### src/rtl/clksw_pkg.sv
// Shared types and constants for the HS/LS clock switch sequencer.
package clksw_pkg;

    typedef enum logic [1:0] {
        LS_RUN = 2'd0,
        TO_HS  = 2'd1,
        HS_RUN = 2'd2,
        TO_LS  = 2'd3
    } clksw_state_e;

    localparam logic [1:0] DIV_1 = 2'b00;
    localparam logic [1:0] DIV_2 = 2'b01;
    localparam logic [1:0] DIV_4 = 2'b10;
    localparam logic [1:0] DIV_8 = 2'b11;

endpackage

### src/rtl/clksw_sequencer_if.sv
// Request/status bundle between the sequencer and the HS/LS clock switch.
interface clksw_sequencer_if #(
    parameter int unsigned CNT_W = 8
);
    logic             hs_en;
    logic             slow_req;
    logic [1:0]       div_sel_req;
    logic             hsclk_selected;
    logic             lsclk_selected;
    logic             err_clr;
    logic             hsclk_sel;
    logic [1:0]       cpuclk_div_sel;
    logic             busy;
    logic             running_hs;
    logic             timeout_err;
    logic [CNT_W-1:0] switch_count;

    modport master (
        input  hs_en, slow_req, div_sel_req, hsclk_selected, lsclk_selected, err_clr,
        output hsclk_sel, cpuclk_div_sel, busy, running_hs, timeout_err, switch_count
    );

    modport slave (
        output hs_en, slow_req, div_sel_req, hsclk_selected, lsclk_selected, err_clr,
        input  hsclk_sel, cpuclk_div_sel, busy, running_hs, timeout_err, switch_count
    );
endinterface

### src/rtl/clksw_sequencer_sync2_ff.sv
// Two-flop synchronizer with asynchronous active-low reset and configurable reset value.
module sync2_ff #(
    parameter logic RST_VAL = 1'b0
) (
    input  logic clk_i,
    input  logic rst_b_i,
    input  logic d_i,
    output logic q_o
);
    logic meta_q;
    logic sync_q;

    always_ff @(posedge clk_i or negedge rst_b_i) begin
        if (!rst_b_i) begin
            meta_q <= RST_VAL;
            sync_q <= RST_VAL;
        end else begin
            meta_q <= d_i;
            sync_q <= meta_q;
        end
    end

    assign q_o = sync_q;
endmodule

### src/rtl/clksw_sequencer.sv
// Drives hsclk_sel / cpuclk_div_sel of the HS/LS clock switch from the lsclk domain,
// with minimum LS dwell, switch timeout and divider changes only while HS is gated off.
module clksw_sequencer
    import clksw_pkg::*;
#(
    parameter int unsigned MIN_LS_CYCLES  = 4,
    parameter int unsigned TIMEOUT_CYCLES = 16,
    parameter logic [1:0]  DIV_RST        = DIV_1,
    parameter int unsigned CNT_W          = 8
) (
    input  logic              lsclk_in,
    input  logic              rst_b,
    clksw_sequencer_if.master bus
);
    localparam logic [7:0] MIN_DWELL  = 8'(MIN_LS_CYCLES);
    localparam logic [7:0] TIMER_LAST = 8'(TIMEOUT_CYCLES - 1);

    clksw_state_e     state_q, state_d;
    logic [7:0]       dwell_q, dwell_d, dwell_inc;
    logic [7:0]       timer_q, timer_d;
    logic [CNT_W-1:0] count_q, count_d;
    logic [1:0]       div_q, div_d;
    logic             hsclk_sel_q, hsclk_sel_d;
    logic             busy_q, busy_d;
    logic             run_q, run_d;
    logic             err_q, err_d;
    logic             hs_sync;
    logic             in_transit;
    logic             timeout;

    sync2_ff #(
        .RST_VAL(1'b0)
    ) u_hs_sync (
        .clk_i  (lsclk_in),
        .rst_b_i(rst_b),
        .d_i    (bus.hsclk_selected),
        .q_o    (hs_sync)
    );

    always_comb begin
        state_d     = state_q;
        dwell_d     = dwell_q;
        timer_d     = '0;
        count_d     = count_q;
        div_d       = div_q;
        err_d       = err_q;
        dwell_inc   = (dwell_q == MIN_DWELL) ? dwell_q : dwell_q + 8'd1;
        in_transit  = (state_q == TO_HS) || (state_q == TO_LS);
        timeout     = in_transit && (timer_q == TIMER_LAST);

        unique case (state_q)
            LS_RUN: begin
                dwell_d = dwell_inc;
                if (!hs_sync) begin
                    div_d = bus.div_sel_req;
                end
                // The current LS cycle counts toward the dwell, so LS_RUN lasts exactly MIN_LS_CYCLES.
                if (bus.hs_en && !bus.slow_req && (dwell_inc == MIN_DWELL) && !hs_sync) begin
                    state_d = TO_HS;
                end
            end
            TO_HS: begin
                if (hs_sync) begin
                    state_d = HS_RUN;
                    count_d = count_q + CNT_W'(1);
                end else if (bus.slow_req || !bus.hs_en) begin
                    state_d = TO_LS;
                end
            end
            HS_RUN: begin
                if (bus.slow_req || !bus.hs_en) begin
                    state_d = TO_LS;
                end
            end
            TO_LS: begin
                if (bus.lsclk_selected && !hs_sync) begin
                    state_d = LS_RUN;
                end
            end
        endcase

        // Timeout overrides whatever the state logic above decided this cycle.
        if (timeout) begin
            state_d = LS_RUN;
            count_d = count_q;
            err_d   = 1'b1;
        end else if (bus.err_clr) begin
            err_d = 1'b0;
        end

        if ((state_d == state_q) && in_transit) begin
            timer_d = timer_q + 8'd1;
        end

        if ((state_d == LS_RUN) && (state_q != LS_RUN)) begin
            dwell_d = '0;
        end

        hsclk_sel_d = (state_d == TO_HS) || (state_d == HS_RUN);
        busy_d      = (state_d == TO_HS) || (state_d == TO_LS);
        run_d       = (state_d == HS_RUN);
    end

    always_ff @(posedge lsclk_in or negedge rst_b) begin
        if (!rst_b) begin
            state_q     <= LS_RUN;
            dwell_q     <= '0;
            timer_q     <= '0;
            count_q     <= '0;
            div_q       <= DIV_RST;
            hsclk_sel_q <= 1'b0;
            busy_q      <= 1'b0;
            run_q       <= 1'b0;
            err_q       <= 1'b0;
        end else begin
            state_q     <= state_d;
            dwell_q     <= dwell_d;
            timer_q     <= timer_d;
            count_q     <= count_d;
            div_q       <= div_d;
            hsclk_sel_q <= hsclk_sel_d;
            busy_q      <= busy_d;
            run_q       <= run_d;
            err_q       <= err_d;
        end
    end

    assign bus.hsclk_sel      = hsclk_sel_q;
    assign bus.cpuclk_div_sel = div_q;
    assign bus.busy           = busy_q;
    assign bus.running_hs     = run_q;
    assign bus.timeout_err    = err_q;
    assign bus.switch_count   = count_q;
endmodule

### src/flat_wrapper.sv
// flat-port wrapper written by rule: the top's interface ports become plain ports
module clksw_sequencer_flat import clksw_pkg::*;
#(
    parameter int unsigned MIN_LS_CYCLES  = 4,
    parameter int unsigned TIMEOUT_CYCLES = 16,
    parameter logic [1:0]  DIV_RST        = DIV_1,
    parameter int unsigned CNT_W          = 8
)
  (lsclk_in, rst_b, bus_hs_en, bus_slow_req, bus_div_sel_req, bus_hsclk_selected, bus_lsclk_selected, bus_err_clr, bus_hsclk_sel, bus_cpuclk_div_sel, bus_busy, bus_running_hs, bus_timeout_err, bus_switch_count);
  clksw_sequencer_if #(.CNT_W(CNT_W)) bus_i ();
  input  logic lsclk_in;
  input  logic rst_b;
  input wire logic [$bits(bus_i.hs_en)-1:0] bus_hs_en;
  input wire logic [$bits(bus_i.slow_req)-1:0] bus_slow_req;
  input wire logic [$bits(bus_i.div_sel_req)-1:0] bus_div_sel_req;
  input wire logic [$bits(bus_i.hsclk_selected)-1:0] bus_hsclk_selected;
  input wire logic [$bits(bus_i.lsclk_selected)-1:0] bus_lsclk_selected;
  input wire logic [$bits(bus_i.err_clr)-1:0] bus_err_clr;
  output wire logic [$bits(bus_i.hsclk_sel)-1:0] bus_hsclk_sel;
  output wire logic [$bits(bus_i.cpuclk_div_sel)-1:0] bus_cpuclk_div_sel;
  output wire logic [$bits(bus_i.busy)-1:0] bus_busy;
  output wire logic [$bits(bus_i.running_hs)-1:0] bus_running_hs;
  output wire logic [$bits(bus_i.timeout_err)-1:0] bus_timeout_err;
  output wire logic [$bits(bus_i.switch_count)-1:0] bus_switch_count;
  assign bus_i.hs_en = bus_hs_en;
  assign bus_i.slow_req = bus_slow_req;
  assign bus_i.div_sel_req = bus_div_sel_req;
  assign bus_i.hsclk_selected = bus_hsclk_selected;
  assign bus_i.lsclk_selected = bus_lsclk_selected;
  assign bus_i.err_clr = bus_err_clr;
  assign bus_hsclk_sel = bus_i.hsclk_sel;
  assign bus_cpuclk_div_sel = bus_i.cpuclk_div_sel;
  assign bus_busy = bus_i.busy;
  assign bus_running_hs = bus_i.running_hs;
  assign bus_timeout_err = bus_i.timeout_err;
  assign bus_switch_count = bus_i.switch_count;
  clksw_sequencer #(.MIN_LS_CYCLES(MIN_LS_CYCLES), .TIMEOUT_CYCLES(TIMEOUT_CYCLES), .DIV_RST(DIV_RST), .CNT_W(CNT_W)) u_core (.lsclk_in(lsclk_in), .rst_b(rst_b), .bus(bus_i));
endmodule
### config.mk
export PLATFORM = sky130hd
export DESIGN_NAME = clksw_sequencer_flat
export DESIGN_NICKNAME = d
export VERILOG_FILES = /design/src/rtl/clksw_pkg.sv /design/src/rtl/clksw_sequencer_if.sv /design/src/rtl/clksw_sequencer_sync2_ff.sv /design/src/rtl/clksw_sequencer.sv /design/src/flat_wrapper.sv
export SDC_FILE = /design/constraint.sdc
export NUM_CORES = 1
export LEC_CHECK = 0
export ABC_AREA = 1
export CORE_UTILIZATION = 45
export CTS_CLUSTER_DIAMETER = 30
export CTS_CLUSTER_SIZE = 12
export DETAILED_ROUTE_END_ITERATION = 10
export DONT_BUFFER_PORTS = 1
export GPL_TIMING_DRIVEN = 0
export PLACE_DENSITY = 0.69
export SLEW_MARGIN = 20
export SYNTH_ARGS = -nofsm -noshare
export SYNTH_HDL_FRONTEND = slang
export SYNTH_SLANG_ARGS = --single-unit
### constraint.sdc
create_clock -name lsclk_in -period 2.6 [get_ports lsclk_in]
set_clock_uncertainty 0.05 [all_clocks]
set_input_delay 0.52 -clock lsclk_in [delete_from_list [all_inputs] [get_ports lsclk_in]]
set_output_delay 0.52 -clock lsclk_in [all_outputs]
set_load 0.01 [all_outputs]
==> qor.log, run 1 <==
qor: worst_setup_path.maximum_net_fanout_on_the_critical_path 8
qor: grt.wire_length_of_the_first_global_routing_pass 5154 um
qor: synth.yosysWarningCount 0
qor: finish.layout_fillers 308
qor: timing.fin_worst_hold_slack 0.001907 ns
qor: timing.finalSetupViolations 0
qor: worst_setup_path.timing_worst_setup_path_type reg2reg
qor: timing.post-route-min-period 2.329 ns
qor: finish.ff_latch_area 825.8 um2
qor: pwr.cell_internal_pwr 1025 uW
qor: finish.post_layout_nonfiller_instances 247
qor: pwr.p_seq_share 45.3%
qor: clock_network.ctsLongestPathBuffers 2
qor: routing.drc 0
qor: timing.grt_setup_unrepaired false
qor: timing.final.period_utilization 89.56%
qor: pwr.clock_power_share 21.3%
qor: timing.maxSlewViolCount 0
qor: pwr.swShare 39.82%
qor: clock_network.clk_pin_slew_worst_paths 0.07 ns
qor: pwr.p_per_area 916.5 nW/um2
qor: clock_network.cts.sinks 33
qor: pwr.peakVddDrop 0.0005401 V
qor: timing.achievable-frequency 429.4 MHz
qor: clock_network.cts_max_level 2
qor: routing.firstDrtPassIters 4
qor: pwr.combinationalPowerShare 33.4%
qor: finish.commonest_non_fill_non_tap_cell_in_the_layout nand2_1
qor: synth.yosys.area.top_type dfrtp_1
qor: worst_setup_path.kind_of_capture_point_of_the_worst_setup_path flip-flop
qor: synth.synth_sequential_area_ratio 48.60%
qor: floorplan.core_area 3468 um2
qor: finish.final_util 53.57%
qor: clock_network.cts_root_buffer clkbuf_8
qor: placed_design.placement.io_buffers 0
qor: floorplan.floorplan.initialDensity 48.99%
qor: routing.via_per_inst 4.903
qor: synth.netlist-cell-type-count 27
qor: synth.synthTopCellsByArea dfrtp_1, nand2_1, nor2_1, inv_1, xor2_1
qor: routing.ant_nets 0
qor: routing.post_drt_wl_per_cell 11.61 um
qor: finish.syn2layout_area_growth 9.352%
qor: pwr.finalPower 1703 uW
qor: placed_design.dpl.cell_count 239
qor: synth.area_share_of_the_largest_cell_type_after_synthesis 48.60%
qor: placed_design.hpwlAfterDp 2040 um
qor: finish.most-common-layout-cells nand2_1, dfrtp_1, nor2_1, inv_1, nand3_1
qor: grt.globalRouteOverflowTotal 0
qor: synth.synth_nets 208
qor: floorplan.floorplan.die_area 4025 um2
qor: finish.multi_input_comb_area 763.2 um2
qor: worst_hold_path.hold_path.class in2async
qor: grt.grt_start_max_net_pins 34
qor: pwr.power.switching 678.0 uW
qor: run_status.status finished clean
qor: floorplan.die_w 63.45 um
qor: floorplan.placement_rows 21
qor: grt.grtUsageTotal 17.16%
qor: synth.synthCells 193
qor: finish.antenna-diode-count 0
qor: pwr.p_leak 0.0008676 uW
qor: finish.drive_gt1_share 14.43%
qor: timing.finalHoldViolations 0
qor: synth.mappedNetlistArea 1699 um2
qor: worst_setup_path.startpoint_kind_of_the_worst_setup_timing_path flip-flop
qor: finish.fin_nets 215
qor: grt.first_global_vias 1209
qor: routing.routed_wirelength 2868 um
qor: timing.worstMarginPinSlew 0.3455 ns
qor: timing.timing.max_slew.rel_slack 76.96%
qor: placed_design.globalplace.congestion 0.9129
qor: floorplan.io-pin-count 23
qor: timing.setup-tns-final 0 ns
qor: worst_setup_path.cp.arrival 2.47 ns
qor: routing.routed-via-count 1211
qor: synth.synth.ff_latch_count 33
qor: grt.antenna_found_initial 0
qor: clock_network.clkLatencyLatePin 0.28 ns
qor: routing.drt_iter0_drc 32
qor: worst_setup_path.worstPathRequired 2.74 ns
qor: run.max-cap-violations 0
qor: synth.synthesis.area_per_instance 8.804 um2
qor: clock_network.tritoncts built
qor: floorplan.dieHeight 63.45 um
qor: clock_network.cts_buffers 5
-- cell usage after synthesis --
cell type  number
a31oi_1         1
mux2_2          2
o21ai_1         8
nand2_1        36
a21oi_1         1
or2_1           1
nor2_4          1
nor3_1          3
o22ai_1         2
xor2_1          9
nand4_1         4
nand3_4         1
buf_4           1
nand3_1        10
inv_2           5
inv_1          22
nor2_1         25
nor2_2          2
nand4_4         1
xnor2_1         6
nand2_2         4
dfrtp_1        33
nand3_2         1
nor3_2          2
o21ai_0         5
ha_1            6
clkbuf_1        1
-- state kept, by name, summed over array words and instances, names as in the netlist --
register and cells:
u_core.bus.busy 1, u_core.bus.cpuclk_div_sel 2, u_core.bus.hsclk_sel 1, u_core.bus.running_hs 1
u_core.bus.switch_count 8, u_core.bus.timeout_err 1, u_core.dwell_q 8, u_core.state_q 1
u_core.timer_q 8, u_core.u_hs_sync.meta_q 1, u_core.u_hs_sync.q_o 1
-- worst max-delay path, cell delays in order (launching register included) --
cell and delay, ns:
dfrtp_1 0.42, inv_1 0.11, ha_1 0.19, nand2_1 0.06
nor2_1 0.08, nand2_1 0.08, nand2_1 0.10, nand3_1 0.07
nor2_1 0.12, nand3_1 0.10, nand2_2 0.10, nand2_1 0.10
ha_1 0.20, or2_4 0.29, o21ai_0 0.17
-- cells by family after synthesis --
group | share of synthesized area [%]
buf+inv | 6.628
fa+ha+maj | 4.418
compound gates | 5.228
mux | 1.325
flops | 48.60
xor+xnor | 7.732
simple gates | 26.07
-- path summary, 6_finish.rpt --
check | start | cells past startpoint | slack (ns) | end
setup / recovery | u_core.dwell_q[0]$_DFFE_PN0P_ | 14 | 0.27 | u_core.dwell_q[0]$_DFFE_PN0P_
hold / removal | rst_b | 1 | 0.002 | u_core.dwell_q[5]$_DFFE_PN0P_
setup reg to reg | u_core.dwell_q[0]$_DFFE_PN0P_ | 14 | 0.27 | u_core.dwell_q[0]$_DFFE_PN0P_
hold reg to reg | u_core.u_hs_sync.meta_q$_DFF_PN0_ | 0 | 0.30 | u_core.u_hs_sync.q_o$_DFF_PN0_
max in group asynchronous | rst_b | 1 | 2.31 | u_core.dwell_q[3]$_DFFE_PN0P_
min in group lsclk_in | bus_hsclk_selected | 0 | 0.22 | u_core.u_hs_sync.meta_q$_DFF_PN0_
-- power by group through the flow --
stage          clock network [uW]  registers, uW  logic, uW
6_report                      363            771        568
5_1_grt                       402            786        669
4_1_cts                       380            771        568
3_5_place_dp                    0            781        551
3_3_place_gp                    0            778        547
2_1_floorplan                   0            752        451
-- repair_timing --
action                                  4_1_cts  5_1_grt
hold buffers                                  1        0
gates resized for setup                       0        1
endpoints found under the setup margin        0        8
hold endpoints to repair                     33        0
buffers inserted                              0        0
-- metal layers --
metal / global-route usage, % / vias to the layer above / wire, um
li1: - / 620 / -
met3: 6.884 / 6 / 209
met2: 24.47 / 38 / 1223
met5: 0 / - / 0
met1: 22.16 / 547 / 1373
met4: 9.091 / 0 / 63
-- stage by stage --
step	cell area (um2)	setup slack [ns]
floorplan	1699	0.4633
global placement	1757	0.1612
detailed placement	1757	0.1296
CTS	1859	0.1032
global route	1858	0.01400
finish	1858	0.2713
-- final cells by class --
| cell class | count | area share (%) |
|---|---|---|
| plain buffers | 1 | 0.4040 |
| clock buffers | 6 | 3.906 |
| clock inverters | 2 | 0.5387 |
| inverters | 27 | 5.455 |
| multi-input cells | 131 | 41.08 |
| flip-flops and latches | 33 | 44.44 |
| well taps | 46 | 3.098 |
| repair buffers | 1 | 1.077 |
Power figures use the tool's default switching activity.
==> run 2: changes to the inputs <==
--- a/config.mk
+++ b/config.mk
@@ -6,13 +6,13 @@
 export NUM_CORES = 1
 export LEC_CHECK = 0
 export ABC_AREA = 1
-export CORE_UTILIZATION = 45
+export CORE_UTILIZATION = 50
 export CTS_CLUSTER_DIAMETER = 30
 export CTS_CLUSTER_SIZE = 12
 export DETAILED_ROUTE_END_ITERATION = 10
 export DONT_BUFFER_PORTS = 1
 export GPL_TIMING_DRIVEN = 0
-export PLACE_DENSITY = 0.69
+export PLACE_DENSITY = 0.74
 export SLEW_MARGIN = 20
 export SYNTH_ARGS = -nofsm -noshare
 export SYNTH_HDL_FRONTEND = slang
==> constraint.sdc (replaced) <==
create_clock -name lsclk_in -period 2.65 [get_ports lsclk_in]
set_clock_uncertainty 0.05 [all_clocks]
set_input_delay 0.53 -clock lsclk_in [delete_from_list [all_inputs] [get_ports lsclk_in]]
set_output_delay 0.53 -clock lsclk_in [all_outputs]
set_load 0.01 [all_outputs]
==> qor.log, run 2 (same netlist as run 1, synthesis figures left out) <==
qor: clock_network.ctsLongestPathBuffers 2 [unchanged]
qor: routing.firstDrtPassIters 4 [unchanged]
qor: routing.drc 0 [unchanged]
qor: pwr.peakVddDrop 0.0005469 V [+1.2%]
qor: worst_setup_path.kind_of_capture_point_of_the_worst_setup_path flip-flop
qor: placed_design.globalplace.congestion 0.8945 [-2.0%]
qor: run_status.status finished clean
qor: worst_setup_path.cpLargestDelayFamily simple AND/OR/NAND/NOR gates
qor: finish.most-common-layout-cells nand2_1, dfrtp_1, nor2_1, inv_1, nand3_1
qor: timing.finalSetupViolations 0 [unchanged]
qor: clock_network.cts.sinks 33 [unchanged]
qor: routing.ant_nets 0 [unchanged]
qor: finish.drive_gt1_share 13.86% [-0.57 points]
qor: worst_setup_path.maximum_net_fanout_on_the_critical_path 8 [unchanged]
qor: worst_setup_path.worstPathRequired 2.85 ns [+0.11 ns]
qor: finish.final_util 59.64% [+6.1 points]
qor: worst_setup_path.timing_worst_setup_path_type reg2reg
qor: floorplan.core_area 3128 um2 [-9.8%]
qor: placed_design.pre_cts_ws 0.1457 ns [+0.01612 ns]
qor: worst_setup_path.timing.critical_path.cells inv_1, ha_1, nand2_1, nor2_1, nand2_1, nand2_1, nand3_1, nor2_1, nand3_1, nand2_2, nand2_1, ha_1, or2_1, o22ai_1
qor: worst_setup_path.cp.arrival 2.61 ns [+0.14 ns]
qor: grt.wire_length_of_the_first_global_routing_pass 5451 um [+5.8%]
qor: timing.timing.max_slew.rel_slack 78.55% [+1.6 points]
qor: timing.worstMarginPinSlew 0.3218 ns [-0.02376 ns]
qor: worst_setup_path.worstRegToRegCells 14 [unchanged]
qor: clock_network.tritoncts built
qor: routing.routed-via-count 1295 [+6.9%]
qor: grt.grt.met1_usage 24.55% [+2.4 points]
qor: pwr.p_leak 0.0008715 uW [+0.45%]
qor: routing.drt_iter0_drc 67 [+110%]
qor: placed_design.dpl.cell_count 237 [-0.84%]
qor: clock_network.cts_root_buffer clkbuf_4
qor: floorplan.floorplan.initialDensity 54.32% [+5.3 points]
qor: timing.finalHoldViolations 0 [unchanged]
qor: worst_setup_path.reg2reg_to u_core.dwell_q[3]$_DFFE_PN0P_
qor: timing.post-route-min-period 2.413 ns [+0.08462 ns]
qor: timing.maxSlewViolCount 0 [unchanged]
qor: grt.grt_util_met3 7.359% [+0.48 points]
qor: floorplan.dieHeight 60.30 um [-5.0%]
qor: grt.first_global_vias 1264 [+4.5%]
qor: placed_design.placement.io_buffers 0 [unchanged]
qor: clock_network.cts_max_level 2 [unchanged]
qor: routing.via_per_inst 5.264 [+7.4%]
qor: worst_setup_path.ff2ff_setup_slack 0.24 ns [-0.03 ns]
qor: run.max-cap-violations 0 [unchanged]
qor: timing.achievable-frequency 414.4 MHz [-3.5%]
qor: timing.final.setup.worst_slack 0.2367 ns [-0.03463 ns]
qor: worst_hold_path.hold_path.class in2reg
qor: grt.globalRouteOverflowTotal 0 [unchanged]
qor: worst_setup_path.critPathMaxStageDelay 0.44 ns [+0.02 ns]
qor: grt.grtUsageTotal 20.69% [+3.5 points]
qor: timing.final.period_utilization 91.07% [+1.5 points]
qor: finish.syn2layout_area_growth 9.794%
qor: finish.fin_nets 216 [+0.47%]
qor: floorplan.placement_rows 20 [-4.8%]
qor: clock_network.cts_buffers 5 [unchanged]
qor: worst_hold_path.timing.hold.worst_endpoint u_core.u_hs_sync.meta_q$_DFF_PN0_
qor: placed_design.hpwlAfterDp 2293 um [+12%]
qor: pwr.p_per_area 910.8 nW/um2 [-0.62%]
qor: clock_network.clk_pin_slew_worst_paths 0.10 ns [+0.03 ns]
qor: worst_setup_path.cp_num_buf_inv 1 [unchanged]
qor: worst_hold_path.holdPathStages 0
qor: worst_setup_path.startpoint u_core.dwell_q[0]$_DFFE_PN0P_
qor: floorplan.io-pin-count 23 [unchanged]
qor: worst_setup_path.startpoint_kind_of_the_worst_setup_timing_path flip-flop
qor: pwr.finalPower 1699 uW [-0.22%]
qor: worst_setup_path.cell_with_the_largest_stage_delay_on_the_worst_path dfrtp_1
qor: routing.routed_wirelength 3040 um [+6.0%]
qor: worst_setup_path.crit_path_frequent_cell nand2_1
qor: finish.post_layout_nonfiller_instances 246 [-0.40%]
qor: finish.antenna-diode-count 0 [unchanged]
qor: timing.grt_setup_unrepaired false
qor: finish.layout_fillers 265 [-14%]
qor: finish.commonest_non_fill_non_tap_cell_in_the_layout nand2_1
qor: timing.setup-tns-final 0 ns [unchanged]
qor: routing.post_drt_wl_per_cell 12.36 um [+6.4%]
qor: finish.multi_input_comb_area 760.7 um2 [-0.33%]
qor: clock_network.clkLatencyLatePin 0.32 ns [+0.04 ns]
qor: floorplan.die_w 60.30 um [-5.0%]
qor: worst_hold_path.hp-start bus_hsclk_selected
qor: grt.antenna_found_initial 0 [unchanged]
qor: finish.ff_latch_area 825.8 um2 [unchanged]
qor: grt.top_usage_layer met2
qor: grt.grt_start_max_net_pins 34 [unchanged]
qor: grt.globalRouteMet2Util 34.07% [+9.6 points]
qor: floorplan.floorplan.die_area 3635 um2 [-9.7%]
qor: worst_setup_path.rr_startpoint u_core.dwell_q[0]$_DFFE_PN0P_
run 2: changes by cell type in the layout (fill, tap and decap cells not counted), sizes merged:
cell | previous run | this run
bufinv | 0 | 1
clkinv | 2 | 0
clkbuf | 6 | 7
dlygate4sd3 | 0 | 1
run 2: what timing repair did:
action / 4_1_cts / 5_1_grt
setup endpoints to repair: 0 / 8
resized for setup: 0 / 1
hold buffers: 2 / 0
buffers inserted: 0 / 0
hold endpoints to repair: 33 / 0
run 2: how the worst max path moves through the flow:
stage | end | slack, ns | cells past startpoint
6_report | u_core.dwell_q[3]$_DFFE_PN0P_ | 0.24 | 14
4_1_cts | u_core.dwell_q[6]$_DFFE_PN0P_ | 0.13 | 15
2_1_floorplan | u_core.dwell_q[3]$_DFFE_PN0P_ | 0.51 | 13
3_3_place_gp | u_core.dwell_q[3]$_DFFE_PN0P_ | 0.24 | 15
5_1_grt | u_core.dwell_q[3]$_DFFE_PN0P_ | 0.02 | 12
3_5_place_dp | u_core.dwell_q[6]$_DFFE_PN0P_ | 0.15 | 15
run 2: through the flow:
stage                     hold WS [ns]  cell area (um2)
final                           0.1743             1866
after global routing            0.1428             1866
after CTS                       0.1584             1869
after detailed placement        0.1855             1754
after global placement          0.1853             1754
after floorplan                 0.1844             1699
run 2: metal layers:
| metal | wire length [um] | vias up |
|---|---|---|
| met4 | 34 | 0 |
| met5 | 0 | - |
| met2 | 1484 | 46 |
| li1 | - | 626 |
| met3 | 205 | 5 |
| met1 | 1315 | 618 |
run 2: worst reg2reg max path: cells and delay by family, from the launching register on:
family / cells / cell delay, ns
compound gates: 1 / 0.19
fa+ha+maj: 2 / 0.40
buf+inv: 1 / 0.11
flops: 1 / 0.44
simple gates: 10 / 1.16
run 2: where the power goes:
part | internal, uW | total (uW) | switching (uW) | leakage (uW)
logic | 195 | 555 | 360 | 0.000394
registers | 616 | 755 | 139 | 0.000432
clock network | 225 | 389 | 164 | 0.0000455
total | 1040 | 1700 | 663 | 0.000871
run 2: layout make-up:
cell class / count / share of cell area, %
well taps: 44 / 2.951
multi-input cells: 131 / 40.78
plain buffers: 1 / 0.4024
clock inverters: 1 / 1.610
flip-flops and latches: 33 / 44.27
clock buffers: 7 / 2.951
inverters: 27 / 5.433
repair buffers: 2 / 1.610
